**src/rtl/asip_pkg.sv**
```systemverilog
// -----------------------------------------------------------------------------
// asip_pkg
// Shared definitions for the vector ASIP ID->EX boundary:
//   - ARQ          : operand word width
//   - OP_* opcodes : INCRI, INCRJ, SETN, SUMFV, MULFV, NOP (6..15 are unused)
//   - id_ex_bundle_t : decoded instruction bundle carried from ID to EX
//   - id_ex_state_e  : occupancy state of the ID/EX stage (EMPTY/FULL/SKID)
//   - is_squashed()  : true for opcodes that never reach EX
//   - sanitise_bundle() : clears fields that are meaningless for an opcode
// -----------------------------------------------------------------------------
package asip_pkg;

    localparam int unsigned ARQ      = 32;
    localparam int unsigned OPCODE_W = 4;

    localparam logic [OPCODE_W-1:0] OP_INCRI = 4'd0;
    localparam logic [OPCODE_W-1:0] OP_INCRJ = 4'd1;
    localparam logic [OPCODE_W-1:0] OP_SETN  = 4'd2;
    localparam logic [OPCODE_W-1:0] OP_SUMFV = 4'd3;
    localparam logic [OPCODE_W-1:0] OP_MULFV = 4'd4;
    localparam logic [OPCODE_W-1:0] OP_NOP   = 4'd5;

    typedef struct packed {
        logic [OPCODE_W-1:0] opcode;
        logic                vec_alu_op;
        logic                r_mem_1;
        logic                r_mem_2;
        logic                w_mem_2;
        logic                w_mem_3;
        logic [ARQ-1:0]      op_a;
        logic [ARQ-1:0]      op_b;
    } id_ex_bundle_t;

    typedef enum logic [1:0] {
        ST_EMPTY = 2'd0,
        ST_FULL  = 2'd1,
        ST_SKID  = 2'd2
    } id_ex_state_e;

    // NOP and every opcode above MULFV are consumed without producing work.
    function automatic logic is_squashed(input logic [OPCODE_W-1:0] opcode);
        return (opcode > OP_MULFV);
    endfunction

    // The ALU select only means something for the vector ops, and the scalar
    // ops (0..2) never touch memory, so those fields are forced to a known 0.
    // Gating by opcode also stops an X on the select from propagating into EX.
    function automatic id_ex_bundle_t sanitise_bundle(input id_ex_bundle_t raw);
        id_ex_bundle_t s;
        s = raw;
        if ((raw.opcode == OP_SUMFV) || (raw.opcode == OP_MULFV)) begin
            s.vec_alu_op = raw.vec_alu_op;
        end else begin
            s.vec_alu_op = 1'b0;
        end
        if (raw.opcode <= OP_SETN) begin
            s.r_mem_1 = 1'b0;
            s.r_mem_2 = 1'b0;
            s.w_mem_2 = 1'b0;
            s.w_mem_3 = 1'b0;
        end else begin
            s.r_mem_1 = raw.r_mem_1;
            s.r_mem_2 = raw.r_mem_2;
            s.w_mem_2 = raw.w_mem_2;
            s.w_mem_3 = raw.w_mem_3;
        end
        return s;
    endfunction

endpackage

```
**src/rtl/id_ex_slot.sv**
```systemverilog
// -----------------------------------------------------------------------------
// id_ex_slot
// One bundle-wide register with load enable. Cleared to zero by the async
// reset; holds its contents otherwise (a flush only drops valids upstream).
// Ports:
//   clk, rst_n : clock, asynchronous active-low reset
//   load_en    : capture d on the next rising edge
//   d          : bundle to store
//   q          : stored bundle
// -----------------------------------------------------------------------------
module id_ex_slot
    import asip_pkg::*;
(
    input  logic          clk,
    input  logic          rst_n,
    input  logic          load_en,
    input  id_ex_bundle_t d,
    output id_ex_bundle_t q
);

    id_ex_bundle_t q_r;

    // Bundle storage register.
    always_ff @(posedge clk or negedge rst_n) begin
        if (!rst_n) begin
            q_r <= '0;
        end else if (load_en) begin
            q_r <= d;
        end else begin
            q_r <= q_r;
        end
    end

    assign q = q_r;

endmodule

```
**src/rtl/id_ex_pipe_stage.sv**
```systemverilog
// -----------------------------------------------------------------------------
// id_ex_pipe_stage
// ID->EX pipeline register of the vector ASIP with valid/ready handshake on
// both sides. NOP (and opcodes 6..15) are consumed but never forwarded.
// Build option: define ID_EX_SKID_EN to add a second (skid) entry, which makes
// id_ready_o a register with no path from ex_ready_i. Without it the stage
// holds one entry and id_ready_o = !ex_valid_o || ex_ready_i.
// Parameters:
//   ARQ   : operand width (must equal asip_pkg::ARQ, the bundle width)
//   CNT_W : width of the issued-instruction counter
// Ports:
//   clk, rst_n            : clock, asynchronous active-low reset
//   flush_i               : drop every held entry (payload kept, valids cleared)
//   id_valid_i/id_ready_o : input handshake
//   id_*_i                : decoded bundle from ID
//   ex_valid_o/ex_ready_i : output handshake
//   ex_*_o                : bundle presented to EX
//   issue_cnt_o           : count of output transfers, wraps
// -----------------------------------------------------------------------------
module id_ex_pipe_stage
    import asip_pkg::*;
#(
    parameter int unsigned ARQ   = asip_pkg::ARQ,
    parameter int unsigned CNT_W = 16
) (
    input  logic                clk,
    input  logic                rst_n,
    input  logic                flush_i,
    input  logic                id_valid_i,
    output logic                id_ready_o,
    input  logic [OPCODE_W-1:0] id_opcode_i,
    input  logic                id_vec_alu_op_i,
    input  logic                id_r_mem_1_i,
    input  logic                id_r_mem_2_i,
    input  logic                id_w_mem_2_i,
    input  logic                id_w_mem_3_i,
    input  logic [ARQ-1:0]      id_op_a_i,
    input  logic [ARQ-1:0]      id_op_b_i,
    output logic                ex_valid_o,
    input  logic                ex_ready_i,
    output logic [OPCODE_W-1:0] ex_opcode_o,
    output logic                ex_vec_alu_op_o,
    output logic                ex_r_mem_1_o,
    output logic                ex_r_mem_2_o,
    output logic                ex_w_mem_2_o,
    output logic                ex_w_mem_3_o,
    output logic [ARQ-1:0]      ex_op_a_o,
    output logic [ARQ-1:0]      ex_op_b_o,
    output logic [CNT_W-1:0]    issue_cnt_o
);

    localparam logic [CNT_W-1:0] CNT_ONE = {{(CNT_W-1){1'b0}}, 1'b1};

    id_ex_state_e     state_r;
    id_ex_state_e     state_s;
    logic             ex_valid_r;
    logic             id_ready_s;
    logic             in_xfer_s;
    logic             out_xfer_s;
    logic             in_keep_s;
    logic             main_load_s;
    id_ex_bundle_t    raw_bundle_s;
    id_ex_bundle_t    in_bundle_s;
    id_ex_bundle_t    main_d_s;
    id_ex_bundle_t    main_q_s;
    logic [CNT_W-1:0] issue_cnt_r;

    // Collect the ID fields into one bundle.
    always_comb begin
        raw_bundle_s            = '0;
        raw_bundle_s.opcode     = id_opcode_i;
        raw_bundle_s.vec_alu_op = id_vec_alu_op_i;
        raw_bundle_s.r_mem_1    = id_r_mem_1_i;
        raw_bundle_s.r_mem_2    = id_r_mem_2_i;
        raw_bundle_s.w_mem_2    = id_w_mem_2_i;
        raw_bundle_s.w_mem_3    = id_w_mem_3_i;
        raw_bundle_s.op_a       = id_op_a_i;
        raw_bundle_s.op_b       = id_op_b_i;
    end

    assign in_bundle_s = sanitise_bundle(raw_bundle_s);
    assign in_xfer_s   = id_valid_i && id_ready_s;
    assign out_xfer_s  = ex_valid_r && ex_ready_i;
    // A squashed opcode still completes its input handshake, it just stores nothing.
    assign in_keep_s   = in_xfer_s && !is_squashed(id_opcode_i);

`ifdef ID_EX_SKID_EN
    logic          skid_load_s;
    logic          main_from_skid_s;
    logic          id_ready_r;
    id_ex_bundle_t skid_q_s;

    id_ex_slot u_skid_slot (
        .clk     (clk),
        .rst_n   (rst_n),
        .load_en (skid_load_s),
        .d       (in_bundle_s),
        .q       (skid_q_s)
    );

    // Ready is computed from the next state so it never depends on ex_ready_i
    // within the same cycle.
    always_ff @(posedge clk or negedge rst_n) begin
        if (!rst_n) begin
            id_ready_r <= 1'b1;
        end else begin
            id_ready_r <= (state_s != ST_SKID);
        end
    end

    assign id_ready_s = id_ready_r;
    assign main_d_s   = main_from_skid_s ? skid_q_s : in_bundle_s;
`else
    assign id_ready_s = !ex_valid_r || ex_ready_i;
    assign main_d_s   = in_bundle_s;
`endif

    id_ex_slot u_main_slot (
        .clk     (clk),
        .rst_n   (rst_n),
        .load_en (main_load_s),
        .d       (main_d_s),
        .q       (main_q_s)
    );

    // Next-state and slot load decode.
    always_comb begin
        state_s          = state_r;
        main_load_s      = 1'b0;
`ifdef ID_EX_SKID_EN
        skid_load_s      = 1'b0;
        main_from_skid_s = 1'b0;
`endif
        if (flush_i) begin
            state_s = ST_EMPTY;
        end else begin
            case (state_r)
                ST_EMPTY: begin
                    if (in_keep_s) begin
                        state_s     = ST_FULL;
                        main_load_s = 1'b1;
                    end else begin
                        state_s = ST_EMPTY;
                    end
                end
                ST_FULL: begin
                    if (out_xfer_s && in_keep_s) begin
                        state_s     = ST_FULL;
                        main_load_s = 1'b1;
                    end else if (out_xfer_s) begin
                        state_s = ST_EMPTY;
                    end else if (in_keep_s) begin
`ifdef ID_EX_SKID_EN
                        state_s     = ST_SKID;
                        skid_load_s = 1'b1;
`else
                        // Not reachable: ready is low while full and stalled.
                        state_s = ST_FULL;
`endif
                    end else begin
                        state_s = ST_FULL;
                    end
                end
                ST_SKID: begin
`ifdef ID_EX_SKID_EN
                    if (out_xfer_s) begin
                        state_s          = ST_FULL;
                        main_load_s      = 1'b1;
                        main_from_skid_s = 1'b1;
                    end else begin
                        state_s = ST_SKID;
                    end
`else
                    state_s = ST_EMPTY;
`endif
                end
                default: begin
                    state_s = ST_EMPTY;
                end
            endcase
        end
    end

    // Occupancy state and output valid.
    always_ff @(posedge clk or negedge rst_n) begin
        if (!rst_n) begin
            state_r    <= ST_EMPTY;
            ex_valid_r <= 1'b0;
        end else begin
            state_r    <= state_s;
            ex_valid_r <= (state_s != ST_EMPTY);
        end
    end

    // Issued-instruction counter; an output transfer in a flush cycle still counts.
    always_ff @(posedge clk or negedge rst_n) begin
        if (!rst_n) begin
            issue_cnt_r <= '0;
        end else if (out_xfer_s) begin
            issue_cnt_r <= issue_cnt_r + CNT_ONE;
        end else begin
            issue_cnt_r <= issue_cnt_r;
        end
    end

    assign id_ready_o      = id_ready_s;
    assign ex_valid_o      = ex_valid_r;
    assign ex_opcode_o     = main_q_s.opcode;
    assign ex_vec_alu_op_o = main_q_s.vec_alu_op;
    assign ex_r_mem_1_o    = main_q_s.r_mem_1;
    assign ex_r_mem_2_o    = main_q_s.r_mem_2;
    assign ex_w_mem_2_o    = main_q_s.w_mem_2;
    assign ex_w_mem_3_o    = main_q_s.w_mem_3;
    assign ex_op_a_o       = main_q_s.op_a;
    assign ex_op_b_o       = main_q_s.op_b;
    assign issue_cnt_o     = issue_cnt_r;

endmodule

```
**config.mk**
```make
export PLATFORM = sky130hd
export DESIGN_NAME = id_ex_pipe_stage
export DESIGN_NICKNAME = d
export VERILOG_FILES = /design/src/rtl/asip_pkg.sv /design/src/rtl/id_ex_slot.sv /design/src/rtl/id_ex_pipe_stage.sv
export SDC_FILE = /design/constraint.sdc
export NUM_CORES = 1
export LEC_CHECK = 0
export BUFFER_PORTS_ARGS = -buffer_cell sky130_fd_sc_hd__buf_2
export CAP_MARGIN = 10
export CORE_ASPECT_RATIO = 1.1
export CORE_MARGIN = 8
export CORE_UTILIZATION = 45
export CTS_CLUSTER_SIZE = 24
export DETAILED_ROUTE_END_ITERATION = 8
export PLACE_DENSITY = 0.78
export SLEW_MARGIN = 20
export SYNTH_ARGS = -nofsm -noshare
export SYNTH_HDL_FRONTEND = slang
export SYNTH_SLANG_ARGS = --single-unit
export TNS_END_PERCENT = 30
```
**constraint.sdc**
```tcl
create_clock -name clk -period 3.2 [get_ports clk]
set_input_delay 0.48 -clock clk [delete_from_list [all_inputs] [get_ports clk]]
set_output_delay 0.48 -clock clk [all_outputs]
set_load 0.03 [all_outputs]
```
Yosys cells after proc, flatten, opt, wreduce, memory -nomap -nowiden
Index checks and enable logic that the tools add are counted. W data, S select, Z words.

Divide/modulo/power cells: 0. Multiplexer cells: 11. Bitwise operators: 0. Multiply operators: 0. $lt $le $gt $ge: 2. Add/subtract/negate cells: 1. Shift operators: 0. Equal/unequal tests: 3. Reductions and logical operators: 10.

Operators with widths (count): $add A16 B1 Y16 const B (1); $mux W1 (7); $eq A4 B2 Y1 const B (1); $eq A4 B3 Y1 const B (1); $gt A4 B3 Y1 const B (1); $le A4 B2 Y1 const B (1); $logic_and A1 B1 Y1 (4); $mux W4 (1); $pmux W2 S2 (1); $eq A2 B1 Y1 const B (1); $logic_not A1 Y1 (2); $logic_not A2 Y1 (1); $logic_or A1 B1 Y1 (2); $mux W2 (1); $pmux W1 S2 (1); $reduce_bool A2 Y1 (1).

Latch bits: 0. Bits in registers: 92. Bits in writable memories: 0. Bits of input ports: 78. ROM bits: 0. Output and inout port bits: 91. Memories: 0. Word-level logic and storage cells: 38.

Depth between registers and ports, before layout
Gate-level depths: netlist (run 1).

Depth after elaboration: 9. Gate-level depth with buffers: 6. Depth with buffers taken out: 5.

Modules after synthesis
From an unflattened synthesis (run 1), not the netlist that was laid out.

Cells, all modules: 231. Area total of the unflattened synthesis: 3890.0 um2.

Modules (own cells, without submodules): id_ex_slot (cells each 154, area each 3062.9 um2, times used 1); id_ex_pipe_stage (cells each 77, area each 827.0 um2, times used 1).

Worst setup path after synthesis (run 1)
No wires, ideal clock.

Path kind: reg2reg. From: reg ex_valid_r (netlist: ex_valid_o). To: reg u_main_slot.q_r (netlist bit u_main_slot.q[10]). Period minus slack after synthesis: 1.858 ns. Stages on the path, launching flop included: 6. Path buffers: 2. Arrival time: 1.733 ns. Slack: 1.342 ns. Setup time: 0.125 ns. Cell sequence: dfrtp_1 > nand2b_1 > nand4_2 > buf_2 > buf_6 > mux2_4.

Word-level cells in the longest chain between the ends: 8.

Ends and longest elaborated chain: start: declaration (RTL line id_ex_pipe_stage.sv:56) `logic ex_valid_r;`; start signal: assignment (RTL line id_ex_pipe_stage.sv:191) `ex_valid_r <= (state_s != ST_EMPTY);`; $logic_not A1 Y1 * (RTL line id_ex_pipe_stage.sv:114) `assign id_ready_s = !ex_valid_r || ex_ready_i;`; $logic_or A1 B1 Y1 * (RTL line id_ex_pipe_stage.sv:114); named net id_ready_o (RTL line id_ex_pipe_stage.sv:30) `output logic id_ready_o,`; $logic_and A1 B1 Y1 * (RTL line id_ex_pipe_stage.sv:82) `assign in_xfer_s = id_valid_i && id_ready_s;`; $logic_and A1 B1 Y1 * (RTL line id_ex_pipe_stage.sv:85) `assign in_keep_s = in_xfer_s && !is_squashed(id_opcode_i);`; $logic_and A1 B1 Y1 (RTL line id_ex_pipe_stage.sv:147) `if (out_xfer_s && in_keep_s) begin`; $mux W1 (RTL line id_ex_pipe_stage.sv:147); $pmux W1 S2 * (RTL line id_ex_pipe_stage.sv:137) `case (state_r)`; $mux W1 * (RTL line id_ex_pipe_stage.sv:134) `if (flush_i) begin`; end signal: assignment (RTL line id_ex_slot.sv:30) `q_r <= q_r;`; end: declaration (RTL line id_ex_slot.sv:21) `id_ex_bundle_t q_r;`.

Mark *: on every way through the listed nets, which the timed path passes. The rest lies on a longest branch. A chain may end at the register's enable or synchronous reset.

Worst setup path in the final report (run 1)
From: reg ex_valid_r (netlist: ex_valid_o). To: reg u_main_slot.q_r (netlist bit u_main_slot.q[36]).

Word-level cells in the longest chain between the ends: 8.

Ends and longest elaborated chain (RTL line): $logic_not A1 Y1 (id_ex_pipe_stage.sv:114); $logic_or A1 B1 Y1 (id_ex_pipe_stage.sv:114); $logic_and A1 B1 Y1 (id_ex_pipe_stage.sv:82); $logic_and A1 B1 Y1 (id_ex_pipe_stage.sv:85); $logic_and A1 B1 Y1 (id_ex_pipe_stage.sv:147); $mux W1 (id_ex_pipe_stage.sv:147); $pmux W1 S2 * (id_ex_pipe_stage.sv:137); $mux W1 * (id_ex_pipe_stage.sv:134).

Every way passes the cells marked *; elsewhere a longest branch is shown, timed or not.

==> results.json, run 1 <==
{
  "ys_seq_area_share_pct": 63.92,
  "syn_nets": 315,
  "vias": 2447,
  "n_fill_cell": 663,
  "setup_viol": 0,
  "drtIter0Drc": 61,
  "coreArea_sq_mm": 0.007742,
  "syn_area_per_cell_sq_um": 14.93,
  "hold_violations": 0,
  "max-cap-violations": 0,
  "irDropWorstVdd_mv": 0.4109,
  "cts_root_buf": "clkbuf_8",
  "cts.hold.buffers_added": 0,
  "hold_class": "in -> async",
  "slew_violations": 0,
  "rows": 34,
  "grt_pass1_wl_microns": 12990,
  "fmax_mhz": 495.2,
  "synth_area_leaders": "dfrtp_1 (64%), mux2_2 (19%), mux2_4 (3.8%)",
  "fp.dieArea_sq_mm": 0.01092,
  "p_leak_nw": 2.462,
  "hold_slack_ns": 0.1142,
  "drtAntennaViolNets": 0,
  "clock-sinks": 90,
  "h-tree-depth": 3,
  "first_pass_iters": 3,
  "crit_required_ns": 3.42,
  "via_per_inst": 4.688,
  "crit_slowest_cell": "nand4_4",
  "crit_arrival_ns": 2.24,
  "path_cells": "nand2b_1 -> nand4_4 -> buf_12 -> mux2_2",
  "syn2layout_area_growth_pct": 34.27,
  "crit_path_start_kind": "flop",
  "ios": 169,
  "port_buffers": 168,
  "drive_above_1_share_pct": 62.32,
  "fin_crit_sh_pct": 63.11,
  "relSlewSlack_pct": 54.03,
  "synth.cell_area_sq_mm": 0.003523,
  "cts_buffers": 9,
  "ys_warn_count": 0,
  "synth_cells": 236,
  "period_needed_ns": 2.019,
  "wire_per_inst_microns": 15.84,
  "critPathMaxStageDelay_ns": 0.57,
  "die_h_microns": 108.8,
  "setup_tns_ns": 0,
  "fp.dieW_microns": 100.4,
  "dp_hpwl_microns": 6459,
  "wl_microns": 8271,
  "gp_congestion": 0.7163,
  "grt.total_usage_pct": 15.26,
  "clock_skew_ns": 0.01186,
  "grt_pass1_vias": 2697,
  "path_clk_slew_ns": 0.09,
  "drc_errors": 0,
  "crit_family": "simple AND/OR/NAND/NOR gates",
  "cts_setup_buffers": 0,
  "synth_seq_cells": 90,
  "initial_core_util_pct": 45.51,
  "cp_max_fo": 45,
  "final_util_pct": 61.10,
  "diodes": 0,
  "cts_tree": "yes",
  "clk_latency_ns": 0.34,
  "grt.overflow.total": 0,
  "cp-end-kind": "flop",
  "num-nets-final": 488,
  "rsz0062_at_grt": "no",
  "cp_num_buf_inv": 1,
  "cts_resized": 0,
  "antenna_found_initial": 0,
  "crit_type": "reg -> reg",
  "status": "finished, final reports clean",
  "synth_cell_type_count": 23,
  "yosysTopAreaCell": "dfrtp_1",
  "clockBufferDepth": 2,
  "synth.top_cell.area_share_pct": 63.92,
  "r2r_slack_ns": 1.18,
  "tightest_slew_ns": 0.6882,
  "grt_max_degree": 49,
  "p_per_area_mw_per_mm2": 715.1
}
-- metrics by stage --
stage	total power [mW]	cells	area, sq um	worst slack (ns)
floorplan	2.183	236	3523	1.342
global placement	2.536	506	4504	0.9399
detailed placement	2.574	506	4504	0.8993
CTS	3.440	522	4731	1.167
global route	3.556	522	4731	1.038
finish	3.383	522	4731	1.181
-- worst paths after layout --
path,start,endpoint,cells after the start
max,ex_valid_o$_DFF_PN0_,u_main_slot.q[36]$_DFFE_PN0P_,4
min,rst_n,issue_cnt_o[15]$_DFFE_PN0P_,1
max reg2reg,ex_valid_o$_DFF_PN0_,u_main_slot.q[36]$_DFFE_PN0P_,4
min reg2reg,issue_cnt_o[15]$_DFFE_PN0P_,issue_cnt_o[15]$_DFFE_PN0P_,1
max in group asynchronous,rst_n,u_main_slot.q[66]$_DFFE_PN0P_,2
min in group clk,flush_i,ex_valid_o$_DFF_PN0_,2
-- flip-flops by register name, indices dropped and copies added (netlist names) --
signal and count:
ex_valid_o 1, issue_cnt_o 16, u_main_slot.q 73
-- cells in the final DEF (no fill, tap or decap), types with 2 or more instances in the layout --
master        n
nand3_1       9
dfrtp_1      90
bufinv_16     2
buf_12        2
mux2_2       59
o21ai_0       5
mux2_4        9
clkbuf_8     10
nand4_1       2
clkinvlp_4    2
nor2_1        9
nand2_1      14
inv_1         3
and3_1        4
buf_2       167
xnor2_1      11
xor2_1        4
-- cell families (layout without fill, tap and decap cells) --
kind of cell | Yosys count | in the layout | synth area share [%]
buf+inv | 11 | 189 | 1.633
mux | 68 | 68 | 22.69
simple gates | 43 | 43 | 6.108
fa+ha+maj | 1 | 1 | 0.3551
flops | 90 | 90 | 63.92
compound gates | 8 | 8 | 1.562
xor+xnor | 15 | 15 | 3.729
-- cells in the mapped netlist --
master / instances
dfrtp_1: 90
mux2_2: 59
nand2_1: 14
xnor2_1: 11
mux2_4: 9
nand3_1: 9
nor2_1: 9
buf_2: 7
o21ai_0: 5
and3_1: 4
xor2_1: 4
inv_1: 3
nand4_1: 2
a21oi_1: 1
and2_1: 1
and4_1: 1
buf_6: 1
ha_1: 1
nand2b_1: 1
nand4_2: 1
nor4_2: 1
o21ai_2: 1
o41ai_2: 1
-- metal layers --
metal  track usage [%]  up-vias  wire length, microns
met2             25.17       93                  4176
met1             16.99     1187                  3176
met4             6.378        0                   135
met3             6.641       10                   783
met5                 0        -                     0
li1                  -     1157                     -
-- report_power, final --
group          internal, mW  switching, mW  leakage, nW
Sequential             1.36          0.121         1.10
Clock                 0.463          0.390        0.109
Combinational         0.371          0.681         1.25
-- area by class of cell --
| class | instances | area [sq um] | share of cell area, % |
|---|---|---|---|
| multi-input cells | 135 | 1222 | 25.84 |
| clock buffers | 10 | 137.6 | 2.909 |
| inverters | 3 | 11.26 | 0.2380 |
| clock inverters | 6 | 88.84 | 1.878 |
| flip-flops and latches | 90 | 2252 | 47.61 |
| repair buffers | 170 | 883.3 | 18.67 |
| well taps | 108 | 135.1 | 2.856 |
Note: power is estimated with default switching activity, not from simulation.
==> run 2: changes to the inputs <==
--- a/config.mk
+++ b/config.mk
@@ -9,10 +9,10 @@
 export CAP_MARGIN = 10
 export CORE_ASPECT_RATIO = 1.1
 export CORE_MARGIN = 8
-export CORE_UTILIZATION = 45
+export CORE_UTILIZATION = 41
 export CTS_CLUSTER_SIZE = 24
 export DETAILED_ROUTE_END_ITERATION = 8
-export PLACE_DENSITY = 0.78
+export PLACE_DENSITY = 0.75
 export SLEW_MARGIN = 20
 export SYNTH_ARGS = -nofsm -noshare
 export SYNTH_HDL_FRONTEND = slang
==> constraint.sdc (replaced) <==
create_clock -name clk -period 1.7 [get_ports clk]
set_input_delay 0.255 -clock clk [delete_from_list [all_inputs] [get_ports clk]]
set_output_delay 0.255 -clock clk [all_outputs]
set_load 0.03 [all_outputs]
==> results.json, run 2 (synthesized netlist as in run 1, its figures left out) <==
{
  "status": "finished, final reports clean",
  "max-cap-violations": 0,
  "use_met2_pct": 24.12,
  "crit_family": "simple AND/OR/NAND/NOR gates",
  "cts_root_buf": "clkbuf_8",
  "drtAntennaViolNets": 0,
  "clock_skew_ns": 0.01091,
  "via_per_inst": 4.695,
  "setup_tns_ns": 0,
  "crit_type": "reg -> reg",
  "hold_class": "in -> reg",
  "cp_max_fo": 5,
  "cpMostUsedCell": "and3_1",
  "clockBufferDepth": 2,
  "gr-max-usage-layer": "met2",
  "first_pass_iters": 3,
  "ios": 169,
  "hold_violations": 0,
  "min_to": "u_main_slot.q[50]$_DFFE_PN0P_",
  "total_power_mw": 6.357,
  "clock-sinks": 90,
  "die_h_microns": 113.2,
  "drc_errors": 0,
  "grt_max_degree": 41,
  "h-tree-depth": 3,
  "relSlewSlack_pct": 69.73,
  "crit_required_ns": 1.93,
  "irDropWorstVdd_mv": 0.7335,
  "critPathMaxStageDelay_ns": 0.43,
  "crit_path_start_kind": "flop",
  "grt.total_usage_pct": 14.20,
  "period_needed_ns": 1.467,
  "grt.overflow.total": 0,
  "coreArea_sq_mm": 0.008364,
  "r2r_slack_ns": 0.23,
  "grt_pass1_wl_microns": 13830,
  "diodes": 0,
  "fin_crit_sh_pct": 86.31,
  "wl_microns": 8537,
  "whs_path_depth": 2,
  "final_area_sq_mm": 0.004800,
  "grtUsageMet1_pct": 14.89,
  "cts_resized": 0,
  "place_inst": 515,
  "fp.dieW_microns": 104.4,
  "dp_hpwl_microns": 6833,
  "vias": 2498,
  "initial_core_util_pct": 42.12,
  "final_cell_mix": "buf_2 (167), dfrtp_1 (89), mux2_2 (59)",
  "worstReg2RegStart": "issue_cnt_o[1]$_DFFE_PN0P_",
  "rsz0062_at_grt": "no",
  "wire_per_inst_microns": 16.05,
  "worstSetupStartpoint": "issue_cnt_o[1]$_DFFE_PN0P_",
  "min_from": "id_op_a_i[18]",
  "path_cells": "ha_1 -> and3_1 -> and3_1 -> and3_1 -> xor2_1",
  "slew_violations": 0,
  "crit_arrival_ns": 1.69,
  "largest_reg_flops": 73,
  "cts.hold.buffers_added": 1,
  "clk_latency_ns": 0.34,
  "place_area_sq_mm": 0.004569,
  "tightest_slew_ns": 0.4541,
  "cp-end-kind": "flop",
  "instances_no_fill": 532,
  "drive_above_1_share_pct": 62.71,
  "cp_num_buf_inv": 0,
  "path_clk_slew_ns": 0.09,
  "cts_tree": "yes",
  "cts_buffers": 9,
  "fmax_mhz": 681.5,
  "syn2layout_area_growth_pct": 36.22,
  "p_leak_nw": 2.493,
  "worstRegToRegCells": 5,
  "port_buffers": 168,
  "seq_area_sq_mm": 0.002253,
  "fp.dieArea_sq_mm": 0.01182,
  "drtIter0Drc": 38,
  "r2r_end": "issue_cnt_o[6]$_DFFE_PN0P_",
  "cts_setup_buffers": 0,
  "grt_pass1_vias": 2792,
  "final_common_cell": "buf_2",
  "p_per_area_mw_per_mm2": 1325,
  "num-nets-final": 495,
  "antenna_found_initial": 0,
  "use_met3_pct": 6.595,
  "setup_viol": 0,
  "crit_slowest_cell": "dfrtp_1",
  "gp_congestion": 0.7475,
  "n_fill_cell": 724,
  "rows": 35,
  "multi_input_area_sq_mm": 0.001225
}
-- run 2: cell count changes in the layout (fill, tap and decap cells not counted) --
cell	previous run	this run
clkbuf_1	0	2
clkinv_2	1	0
dfrtp_2	0	1
nand2b_1	1	0
buf_12	2	3
nand2b_2	0	1
buf_4	1	6
inv_6	1	0
dlygate4sd3_1	0	1
dfrtp_1	90	89
-- run 2: metal layers --
layer	wire, microns	vias up
li1	-	1178
met4	142	0
met3	881	13
met2	4233	101
met5	0	-
met1	3279	1206
-- run 2: worst max path at each step --
stage / to / slack, ns / cells past startpoint
after global placement: u_main_slot.q[39]$_DFFE_PN0P_ / 0.23 / 5
final: issue_cnt_o[6]$_DFFE_PN0P_ / 0.23 / 5
after detailed placement: u_main_slot.q[62]$_DFFE_PN0P_ / 0.19 / 5
after global routing: issue_cnt_o[13]$_DFFE_PN0P_ / 0.14 / 4
after floorplan: u_main_slot.q[10]$_DFFE_PN0P_ / 0.08 / 5
after CTS: issue_cnt_o[6]$_DFFE_PN0P_ / 0.23 / 5
-- run 2: layout make-up --
cell class | instances | area share, %
Timing Repair Buffer | 177 | 19.81
Sequential cell | 90 | 46.95
Clock buffer | 12 | 3.024
Inverter | 3 | 0.2346
Multi-Input combinational cell | 135 | 25.52
Clock inverter | 4 | 1.564
Tap cell | 111 | 2.894
-- run 2: power breakdown --
part	total (mW)	internal [mW]	switching, mW
Sequential	2.78	2.56	0.222
Clock	1.56	0.870	0.693
Combinational	2.02	0.720	1.30
Total	6.36	4.15	2.21
-- run 2: through the flow --
step | setup slack, ns | hold WS (ns) | utilization, %
after global routing | 0.1365 | 0.1202 | 57.38
after global placement | 0.2290 | 0.2266 | 54.63
after floorplan | 0.07726 | -0.04059 | -
after CTS | 0.2252 | 0.1187 | 57.38
final | 0.2327 | 0.1437 | 57.38
after detailed placement | 0.1890 | 0.2362 | 54.63
